## src/rtl/custom_leds_pwm_if.sv

```systemverilog
// Avalon-MM slave bus bundle for the LED PWM controller.
// Signals: address (word address), read/write strobes, 32-bit writedata,
// 32-bit readdata (fixed read latency 1, no waitrequest).
// master: bus initiator (bridge / testbench); slave: the LED controller.
interface custom_leds_pwm_if #(
   parameter int unsigned ADDR_W = 5
);
   logic [ADDR_W-1:0] address;
   logic              read;
   logic              write;
   logic [31:0]       writedata;
   logic [31:0]       readdata;

   modport master (
      output address, read, write, writedata,
      input  readdata
   );

   modport slave (
      input  address, read, write, writedata,
      output readdata
   );
endinterface

```

## src/rtl/custom_leds_pwm.sv

```systemverilog
// Avalon-MM LED controller with per-LED off/on/blink/PWM modes.
// Ports:
//   clk          system clock
//   reset_n      asynchronous active-low reset
//   avs          Avalon-MM slave bus (custom_leds_pwm_if.slave)
//   leds_conduit registered LED drive, 1 = lit
// Register map (word addresses): 0 CTRL, 1 PRESCALE, 2 BLINK_HALF, 3 INFO,
// 4+i LED_CFG[i] = {DUTY at [8+PWM_BITS-1:8], MODE at [1:0]}.
module custom_leds_pwm #(
   parameter int unsigned NUM_LEDS   = 8,
   parameter int unsigned PWM_BITS   = 8,
   parameter int unsigned PRESCALE_W = 16,
   parameter int unsigned BLINK_W    = 16,
   parameter int unsigned ADDR_W     = 5
) (
   input  logic                clk,
   input  logic                reset_n,
   custom_leds_pwm_if.slave    avs,
   output logic [NUM_LEDS-1:0] leds_conduit
);

   localparam int unsigned CFG_BASE = 4;
   localparam int unsigned DUTY_LSB = 8;

   // Register state
   logic                  en_q, en_d;
   logic [PRESCALE_W-1:0] prescale_q, prescale_d;
   logic [BLINK_W-1:0]    blink_half_q, blink_half_d;
   logic [1:0]            mode_q [NUM_LEDS];
   logic [1:0]            mode_d [NUM_LEDS];
   logic [PWM_BITS-1:0]   duty_q [NUM_LEDS];
   logic [PWM_BITS-1:0]   duty_d [NUM_LEDS];
   logic [PWM_BITS-1:0]   shadow_q [NUM_LEDS];
   logic [PWM_BITS-1:0]   shadow_d [NUM_LEDS];

   // Timebase state
   logic [PRESCALE_W-1:0] pre_cnt_q, pre_cnt_d;
   logic [PWM_BITS-1:0]   pwm_cnt_q, pwm_cnt_d;
   logic [BLINK_W-1:0]    blink_cnt_q, blink_cnt_d;
   logic                  blink_phase_q, blink_phase_d;

   // Outputs
   logic [NUM_LEDS-1:0]   leds_q, leds_d;
   logic [31:0]           rdata_q, rdata_d;

   logic wr_ctrl_c, wr_pre_c, wr_blink_c;
   logic tick_c, frame_end_c;
   logic unused_wdata_c;

   // Every writedata bit may be dropped for some parameter choice
   assign unused_wdata_c = ^avs.writedata;

   assign leds_conduit = leds_q;
   assign avs.readdata = rdata_q;

   // Write decode and timebase strobes
   always_comb begin
      wr_ctrl_c   = avs.write && (avs.address == ADDR_W'(0));
      wr_pre_c    = avs.write && (avs.address == ADDR_W'(1));
      wr_blink_c  = avs.write && (avs.address == ADDR_W'(2));
      tick_c      = en_q && (pre_cnt_q == prescale_q);
      frame_end_c = tick_c && (pwm_cnt_q == '1);
   end

   // Register file next state; shadow duty captures the post-write value
   always_comb begin
      en_d         = en_q;
      prescale_d   = prescale_q;
      blink_half_d = blink_half_q;
      if (wr_ctrl_c)  en_d         = avs.writedata[0];
      if (wr_pre_c)   prescale_d   = avs.writedata[PRESCALE_W-1:0];
      if (wr_blink_c) blink_half_d = avs.writedata[BLINK_W-1:0];
      for (int i = 0; i < NUM_LEDS; i++) begin
         mode_d[i]   = mode_q[i];
         duty_d[i]   = duty_q[i];
         shadow_d[i] = shadow_q[i];
         if (avs.write && (avs.address == ADDR_W'(CFG_BASE + i))) begin
            mode_d[i] = avs.writedata[1:0];
            duty_d[i] = avs.writedata[DUTY_LSB +: PWM_BITS];
         end
         if (frame_end_c) shadow_d[i] = duty_d[i];
      end
   end

   // Prescaler, PWM counter and blink timer; all parked at zero while disabled
   always_comb begin
      pre_cnt_d     = pre_cnt_q;
      pwm_cnt_d     = pwm_cnt_q;
      blink_cnt_d   = blink_cnt_q;
      blink_phase_d = blink_phase_q;
      if (!en_q) begin
         pre_cnt_d     = '0;
         pwm_cnt_d     = '0;
         blink_cnt_d   = '0;
         blink_phase_d = 1'b0;
      end else begin
         if (wr_pre_c || tick_c) pre_cnt_d = '0;
         else                    pre_cnt_d = pre_cnt_q + PRESCALE_W'(1);
         if (tick_c) pwm_cnt_d = pwm_cnt_q + PWM_BITS'(1);
         // A BLINK_HALF write restarts the half-period without touching the phase
         if (wr_blink_c) begin
            blink_cnt_d = '0;
         end else if (frame_end_c) begin
            if (blink_cnt_q == blink_half_q) begin
               blink_cnt_d   = '0;
               blink_phase_d = ~blink_phase_q;
            end else begin
               blink_cnt_d = blink_cnt_q + BLINK_W'(1);
            end
         end
      end
   end

   // Per-LED output function from current-cycle state
   always_comb begin
      leds_d = '0;
      for (int i = 0; i < NUM_LEDS; i++) begin
         if (en_q) begin
            unique case (mode_q[i])
               2'd0:    leds_d[i] = 1'b0;
               2'd1:    leds_d[i] = 1'b1;
               2'd2:    leds_d[i] = blink_phase_q;
               default: leds_d[i] = (pwm_cnt_q < shadow_q[i]);
            endcase
         end
      end
   end

   // Read mux; returns pre-write register values and holds between reads
   always_comb begin
      rdata_d = rdata_q;
      if (avs.read) begin
         rdata_d = '0;
         if (avs.address == ADDR_W'(0)) rdata_d = 32'(en_q);
         if (avs.address == ADDR_W'(1)) rdata_d = 32'(prescale_q);
         if (avs.address == ADDR_W'(2)) rdata_d = 32'(blink_half_q);
         if (avs.address == ADDR_W'(3))
            rdata_d = {8'h02, 4'h0, 4'(PWM_BITS), 8'h00, 8'(NUM_LEDS)};
         for (int i = 0; i < NUM_LEDS; i++) begin
            if (avs.address == ADDR_W'(CFG_BASE + i))
               rdata_d = (32'(duty_q[i]) << DUTY_LSB) | 32'(mode_q[i]);
         end
      end
   end

   // State registers
   always_ff @(posedge clk or negedge reset_n) begin
      if (!reset_n) begin
         en_q          <= 1'b0;
         prescale_q    <= '0;
         blink_half_q  <= '0;
         pre_cnt_q     <= '0;
         pwm_cnt_q     <= '0;
         blink_cnt_q   <= '0;
         blink_phase_q <= 1'b0;
         leds_q        <= '0;
         rdata_q       <= '0;
         for (int i = 0; i < NUM_LEDS; i++) begin
            mode_q[i]   <= '0;
            duty_q[i]   <= '0;
            shadow_q[i] <= '0;
         end
      end else begin
         en_q          <= en_d;
         prescale_q    <= prescale_d;
         blink_half_q  <= blink_half_d;
         pre_cnt_q     <= pre_cnt_d;
         pwm_cnt_q     <= pwm_cnt_d;
         blink_cnt_q   <= blink_cnt_d;
         blink_phase_q <= blink_phase_d;
         leds_q        <= leds_d;
         rdata_q       <= rdata_d;
         for (int i = 0; i < NUM_LEDS; i++) begin
            mode_q[i]   <= mode_d[i];
            duty_q[i]   <= duty_d[i];
            shadow_q[i] <= shadow_d[i];
         end
      end
   end

endmodule

```

## src/flat_wrapper.sv

```systemverilog
// flat-port wrapper written by rule: the top's interface ports become plain ports
module custom_leds_pwm_flat 
#(
   parameter int unsigned NUM_LEDS   = 8,
   parameter int unsigned PWM_BITS   = 8,
   parameter int unsigned PRESCALE_W = 16,
   parameter int unsigned BLINK_W    = 16,
   parameter int unsigned ADDR_W     = 5
)
  (clk, reset_n, leds_conduit, avs_address, avs_read, avs_write, avs_writedata, avs_readdata);
  custom_leds_pwm_if #(.ADDR_W(ADDR_W)) avs_i ();
  input  logic clk;
  input  logic reset_n;
  output logic [NUM_LEDS-1:0] leds_conduit;
  input wire logic [$bits(avs_i.address)-1:0] avs_address;
  input wire logic [$bits(avs_i.read)-1:0] avs_read;
  input wire logic [$bits(avs_i.write)-1:0] avs_write;
  input wire logic [$bits(avs_i.writedata)-1:0] avs_writedata;
  output wire logic [$bits(avs_i.readdata)-1:0] avs_readdata;
  assign avs_i.address = avs_address;
  assign avs_i.read = avs_read;
  assign avs_i.write = avs_write;
  assign avs_i.writedata = avs_writedata;
  assign avs_readdata = avs_i.readdata;
  custom_leds_pwm #(.NUM_LEDS(NUM_LEDS), .PWM_BITS(PWM_BITS), .PRESCALE_W(PRESCALE_W), .BLINK_W(BLINK_W), .ADDR_W(ADDR_W)) u_core (.clk(clk), .reset_n(reset_n), .avs(avs_i), .leds_conduit(leds_conduit));
endmodule
```

## config.mk

```make
export PLATFORM = sky130hd
export DESIGN_NAME = custom_leds_pwm_flat
export DESIGN_NICKNAME = d
export VERILOG_FILES = /design/src/rtl/custom_leds_pwm_if.sv /design/src/rtl/custom_leds_pwm.sv /design/src/flat_wrapper.sv
export SDC_FILE = /design/constraint.sdc
export NUM_CORES = 1
export LEC_CHECK = 0
export CORE_MARGIN = 1.5
export CORE_UTILIZATION = 53
export CTS_CLUSTER_SIZE = 12
export DETAILED_ROUTE_END_ITERATION = 6
export PLACE_DENSITY_LB_ADDON = 0.2
export REMOVE_ABC_BUFFERS = 1
export SLEW_MARGIN = 15
export SYNTH_ARGS = -nofsm -noshare
export SYNTH_HDL_FRONTEND = slang
export SYNTH_SLANG_ARGS = --single-unit
```

## constraint.sdc

```tcl
create_clock -name clk -period 2.9 [get_ports clk]
set_clock_uncertainty 0.1 [all_clocks]
set_input_delay 0.58 -clock clk [delete_from_list [all_inputs] [get_ports clk]]
set_output_delay 0.58 -clock clk [all_outputs]
set_load 0.05 [all_outputs]
```

==> results.yml, run 1 <==
power:
  p_per_area_nw_per_um2: 588
  vdd_ir_drop_max_mv: 0.459
  leakage_nw: 6.77
clock_network:
  cts_root_buf: "clkbuf_16"
  clk_pin_slew_ns: 0.06
  worstSkewPairLatency_ns: 0.53
  cts_tree: "yes"
  cts_inserted_buffers: 26
  clock-sinks: 243
  htree_levels: 1
  cts_max_path_buffers: 3
synthesis:
  synth_edf_count: 0
  synth_common_cells: "dfrtp_1, mux2_2, nand2_1"
  yosysMostFrequentCell: "dfrtp_1"
  avgSynthCellArea_um2: 10.6
  ys_async_sr_fraction_pct: 100
  yosys_most_used_dff: "dfrtp_1"
  synth_cells: 1158
  netlist_area_um2: 12300
  synthTopCellsByArea: "dfrtp_1, mux2_2, ha_1"
  synth_seq_cells: 243
  yosysTopAreaCellShare_pct: 49.6
  yosys.cell_types.count: 54
  yosysWarnings: 0
  synth_area_leader_cell: "dfrtp_1"
  ys_seq_area_share_pct: 49.6
timing:
  worst_pin_slew_ns: 0.599
  rsz0062_at_grt: "false"
  fmax_mhz: 363
  slew_violations: 0
  finalHoldViolCount: 0
  slew-limit-headroom_pct: 59.6
  timing.hold.ws_ns: 0.382
  fin_tns_setup_ns: 0
  setup_viol: 0
  fin_crit_ns: 2.76
  fin_crit_sh_pct: 95.0
grt:
  overflow: 0
  grt.total_usage_pct: 26.8
  antenna_found_initial: 0
  grt_pass1_vias: 9107
  grt_pass1_wl_um: 50100
  grt_start_max_net_pins: 77
detailed_routing:
  met1_length_um: 14500
  drt_wl_total_um: 31300
  dr.pass1.iters: 5
  antenna_left: 0
  routed.top_layer: "met4"
  num_vias: 9120
  routedWlPerCell_um: 20.3
  first_iter_violations: 619
  wl_met3_um: 1820
  avgViaCountPerCell: 5.91
  wl_met2_um: 14400
  drc: 0
layout:
  area_growth_pct: 16.3
  final_area_um2: 14300
  drive_gt1_share_pct: 19.0
  fin_nets: 1342
  diodes: 0
  final_core_util_pct: 62.8
  n_fill_cell: 1821
run_status:
  outcome: "finished, final reports clean"
critical_path:
  critPathCaptureType: "register"
  cp-start-kind: "register"
  crit_type: "reg2reg"
  cp.arrival_ns: 3.11
  required_ns: 3.25
  crit_fanout: 7
run:
  drv_cap: 0
floorplan:
  initial_utilization_pct: 54.0
  die_h_um: 155
  die_area_um2: 24100
  die_x_um: 155
  rows: 55
  ios: 81
  core_um2: 22700
placed_design:
  placed_area_um2: 13400
  globalplace.congestion: 0.827
  dp_hpwl_um: 21700
  io_buffers: 50
min_path:
  worstHoldPathType: "reg2reg"
[where the power goes]
part / switching, mW / internal [mW]
clock: 1.32 / 1.92
combinational: 0.624 / 0.503
sequential: 0.294 / 3.73
[critical path, cell delays in order (launching register included)]
cell	delay, ns
dfrtp_1	0.46
xor2_1	0.19
nor4_2	0.36
nand4_1	0.22
or4_1	0.69
or4_1	0.51
a21oi_1	0.16
[registers in the layout (all words and copies together), names as in the netlist]
name                  cells
u_core.avs.readdata      17
u_core.blink_cnt_q       16
u_core.blink_half_q      16
u_core.blink_phase_q      1
u_core.duty_q            64
u_core.en_q               1
u_core.leds_conduit       8
u_core.mode_q            16
u_core.pre_cnt_q         16
u_core.prescale_q        16
u_core.pwm_cnt_q          8
u_core.shadow_q          64
[kinds of logic (layout without fill, tap and decap cells)]
logic type,count (synthesis),after routing,share of synthesized area (%)
compound gates,237,237,12.4
xor+xnor,51,51,3.70
fa+ha+maj,59,59,6.02
buf+inv,157,243,5.35
flops,243,243,49.6
mux,131,131,12.0
other cells,1,14,0.0306
simple gates,279,279,11.0
[metal layers]
layer,vias to the layer above,GRT usage [%]
li1,4224,-
met1,4560,39.5
met2,283,42.6
met3,53,3.15
met4,0,6.00
met5,-,0
[worst paths after layout]
check                                     startpoint                endpoint  slack [ns]  depth (start not counted)
min in group asynchronous                    reset_n  u_core.blink_half_q[6]        0.53                          2
max in group asynchronous                    reset_n       u_core.duty_q[36]        1.32                          3
worst max-delay path            u_core.prescale_q[8]   u_core.blink_cnt_q[8]        0.14                          6
worst min-delay path             u_core.shadow_q[16]     u_core.shadow_q[16]        0.38                          2
worst min register to register   u_core.shadow_q[16]     u_core.shadow_q[16]        0.38                          2
worst max register to register  u_core.prescale_q[8]   u_core.blink_cnt_q[8]        0.14                          6
[metrics by stage]
step / cells / setup WS (ns) / power, mW
2_1_floorplan: 1100 / -2.29 / 4.68
3_3_place_gp: 1498 / -0.0140 / 5.15
3_5_place_dp: 1498 / -0.0459 / 5.19
4_1_cts: 1542 / 0.0688 / 8.42
5_1_grt: 1542 / 0.0604 / 8.69
6_report: 1542 / 0.144 / 8.40
[layout by cell type, fill, tap and decap left out, types with 14 or more instances in the layout]
master	synthesis	layout
nand2b_1	17	17
conb_1	1	14
mux2_2	128	128
clkbuf_16	0	27
a22oi_1	19	19
nand3_1	22	22
buf_4	15	56
a21oi_1	40	40
o21ai_0	80	80
nor2_1	44	44
clkdlybuf4s50_1	0	49
nand2_1	116	116
inv_1	86	86
xnor2_1	28	28
xor2_1	22	22
dfrtp_1	243	243
ha_1	59	59
[cell type report]
class	instances	area, µm²	area share, %
flip-flops and latches	243	6080	42.6
inverters	86	323	2.26
repair buffers	114	1080	7.54
clock inverters	5	50.0	0.351
multi-input cells	771	5610	39.3
well taps	285	357	2.50
clock buffers	38	777	5.44
[what timing repair did]
item / in CTS / in global routing
setup endpoints to repair: 0 / 15
hold buffers: 1 / 0
hold endpoints to repair: 71 / 0
buffers inserted: 0 / 0
gates resized for setup: 0 / 2
No activity file was read; power rests on OpenSTA's default activity.
==> run 2, diff against run 1 <==
--- a/config.mk
+++ b/config.mk
@@ -9,6 +9,7 @@
 export CORE_UTILIZATION = 53
 export CTS_CLUSTER_SIZE = 12
 export DETAILED_ROUTE_END_ITERATION = 6
+export MAX_ROUTING_LAYER = met4
 export PLACE_DENSITY_LB_ADDON = 0.2
 export REMOVE_ABC_BUFFERS = 1
 export SLEW_MARGIN = 15
==> results.yml, run 2 (synthesis gave the netlist of run 1 again) <==
clock_network:
  htree_levels: 1
  cts_inserted_buffers: 26
  cts_root_buf: "clkbuf_16"
  clock-sinks: 243
  cts_max_path_buffers: 3
  cts_tree: "yes"
  cts_setup_buffers: 0
  clk_pin_slew_ns: 0.06
  worstSkewPairLatency_ns: 0.53
critical_path:
  crit_fanout: 7
  cp.arrival_ns: 3.10
  crit_type: "reg2reg"
  cp-start-kind: "register"
  critPathCaptureType: "register"
  required_ns: 3.26
floorplan:
  core_um2: 22700
  initial_utilization_pct: 54.0
  ios: 81
  die_h_um: 155
  die_x_um: 155
  rows: 55
  die_area_um2: 24100
layout:
  final_cell_mix: "dfrtp_1, mux2_2, nand2_1"
  area_growth_pct: 16.3
  drive_gt1_share_pct: 19.0
  fin_nets: 1342
  final_core_util_pct: 62.8
  final_common_cell: "dfrtp_1"
  diodes: 0
power:
  netSwitchingFraction_pct: 26.7
  p_per_area_nw_per_um2: 589
  pwr-share-comb_pct: 13.4
  vdd_ir_drop_max_mv: 0.460
  seqPwrFrac_pct: 47.9
  leakage_nw: 6.77
  p_switching_mw: 2.24
  p_int_mw: 6.16
  clkPwrFrac_pct: 38.6
detailed_routing:
  drc: 0
  routedWlPerCell_um: 20.3
  antenna_left: 0
  num_vias: 9160
  dr.pass1.iters: 5
  first_iter_violations: 623
  avgViaCountPerCell: 5.94
  drt_wl_total_um: 31400
grt:
  grt.total_usage_pct: 27.6
  grt_start_max_net_pins: 77
  overflow: 0
  antenna_found_initial: 0
  grt_pass1_vias: 9117
  grt_pass1_wl_um: 50200
timing:
  fin_tns_setup_ns: 0
  rsz0062_at_grt: "false"
  slew_violations: 0
  slew-limit-headroom_pct: 59.4
  finalHoldViolCount: 0
  fin_crit_sh_pct: 94.6
  setup_viol: 0
  fmax_mhz: 365
  fin_ws_ns: 0.157
  worst_pin_slew_ns: 0.609
  fin_crit_ns: 2.74
run:
  drv_cap: 0
placed_design:
  place_ws_ns: -0.0459
  dp_hpwl_um: 21700
  globalplace.congestion: 0.840
  io_buffers: 50
min_path:
  worstHoldPathType: "reg2reg"
run_status:
  outcome: "finished, final reports clean"
run 2: cell counts in the layout (fill, tap and decap cells not counted):
Identical to the previous run, type by type.
run 2: layout make-up:
type | count | area [µm²]
tap | 285 | 357
multi-input combinational | 771 | 5610
fill | 1821 | 8440
clock buffer | 38 | 777
inverter | 86 | 323
clock inverter | 5 | 50.0
sequential | 243 | 6080
timing repair buffer | 114 | 1080
run 2: metrics by stage:
| stage | cell area [µm²] | hold slack [ns] | power (mW) | instances |
|---|---|---|---|---|
| after global routing | 14300 | 0.403 | 8.69 | 1542 |
| after floorplan | 12000 | 0.184 | 4.68 | 1100 |
| after CTS | 14300 | 0.383 | 8.42 | 1542 |
| final | 14300 | 0.380 | 8.40 | 1542 |
| after detailed placement | 13400 | 0.364 | 5.19 | 1498 |
| after global placement | 13400 | 0.359 | 5.15 | 1498 |
run 2: path summary, 6_finish.rpt:
kind / startpoint / to / slack (ns) / cells past startpoint
max: u_core.prescale_q[8] / u_core.blink_cnt_q[8] / 0.16 / 6
min: u_core.shadow_q[8] / u_core.shadow_q[8] / 0.38 / 2
max reg2reg: u_core.prescale_q[8] / u_core.blink_cnt_q[8] / 0.16 / 6
min reg2reg: u_core.shadow_q[8] / u_core.shadow_q[8] / 0.38 / 2
max in group asynchronous: reset_n / u_core.duty_q[36] / 1.33 / 3
min in group asynchronous: reset_n / u_core.blink_half_q[6] / 0.52 / 2
run 2: power by group through the flow:
stage	sequential (mW)	combinational, mW	clock, mW
global route	4.06	1.22	3.41
global placement	4.06	1.09	0
detailed placement	4.07	1.12	0
finish	4.03	1.13	3.25
floorplan	4.07	0.607	0
CTS	4.02	1.12	3.28
run 2: metal layers:
metal	track usage [%]	wire length, µm
met1	39.9	14600
met2	42.3	14400
met3	3.15	1850
met4	6.00	565
met5	-	0
run 2: what timing repair did:
action	4_1_cts	5_1_grt
gates resized for setup	0	2
endpoints found under the hold margin	71	0
hold buffers	1	0
setup endpoints to repair	0	15
run 2: critical path, stage by stage, from the launching register on:
cell and delay (ns):
dfrtp_1 0.46, xor2_1 0.18, nor4_2 0.36, nand4_1 0.22
or4_1 0.69, or4_1 0.51, a21oi_1 0.16
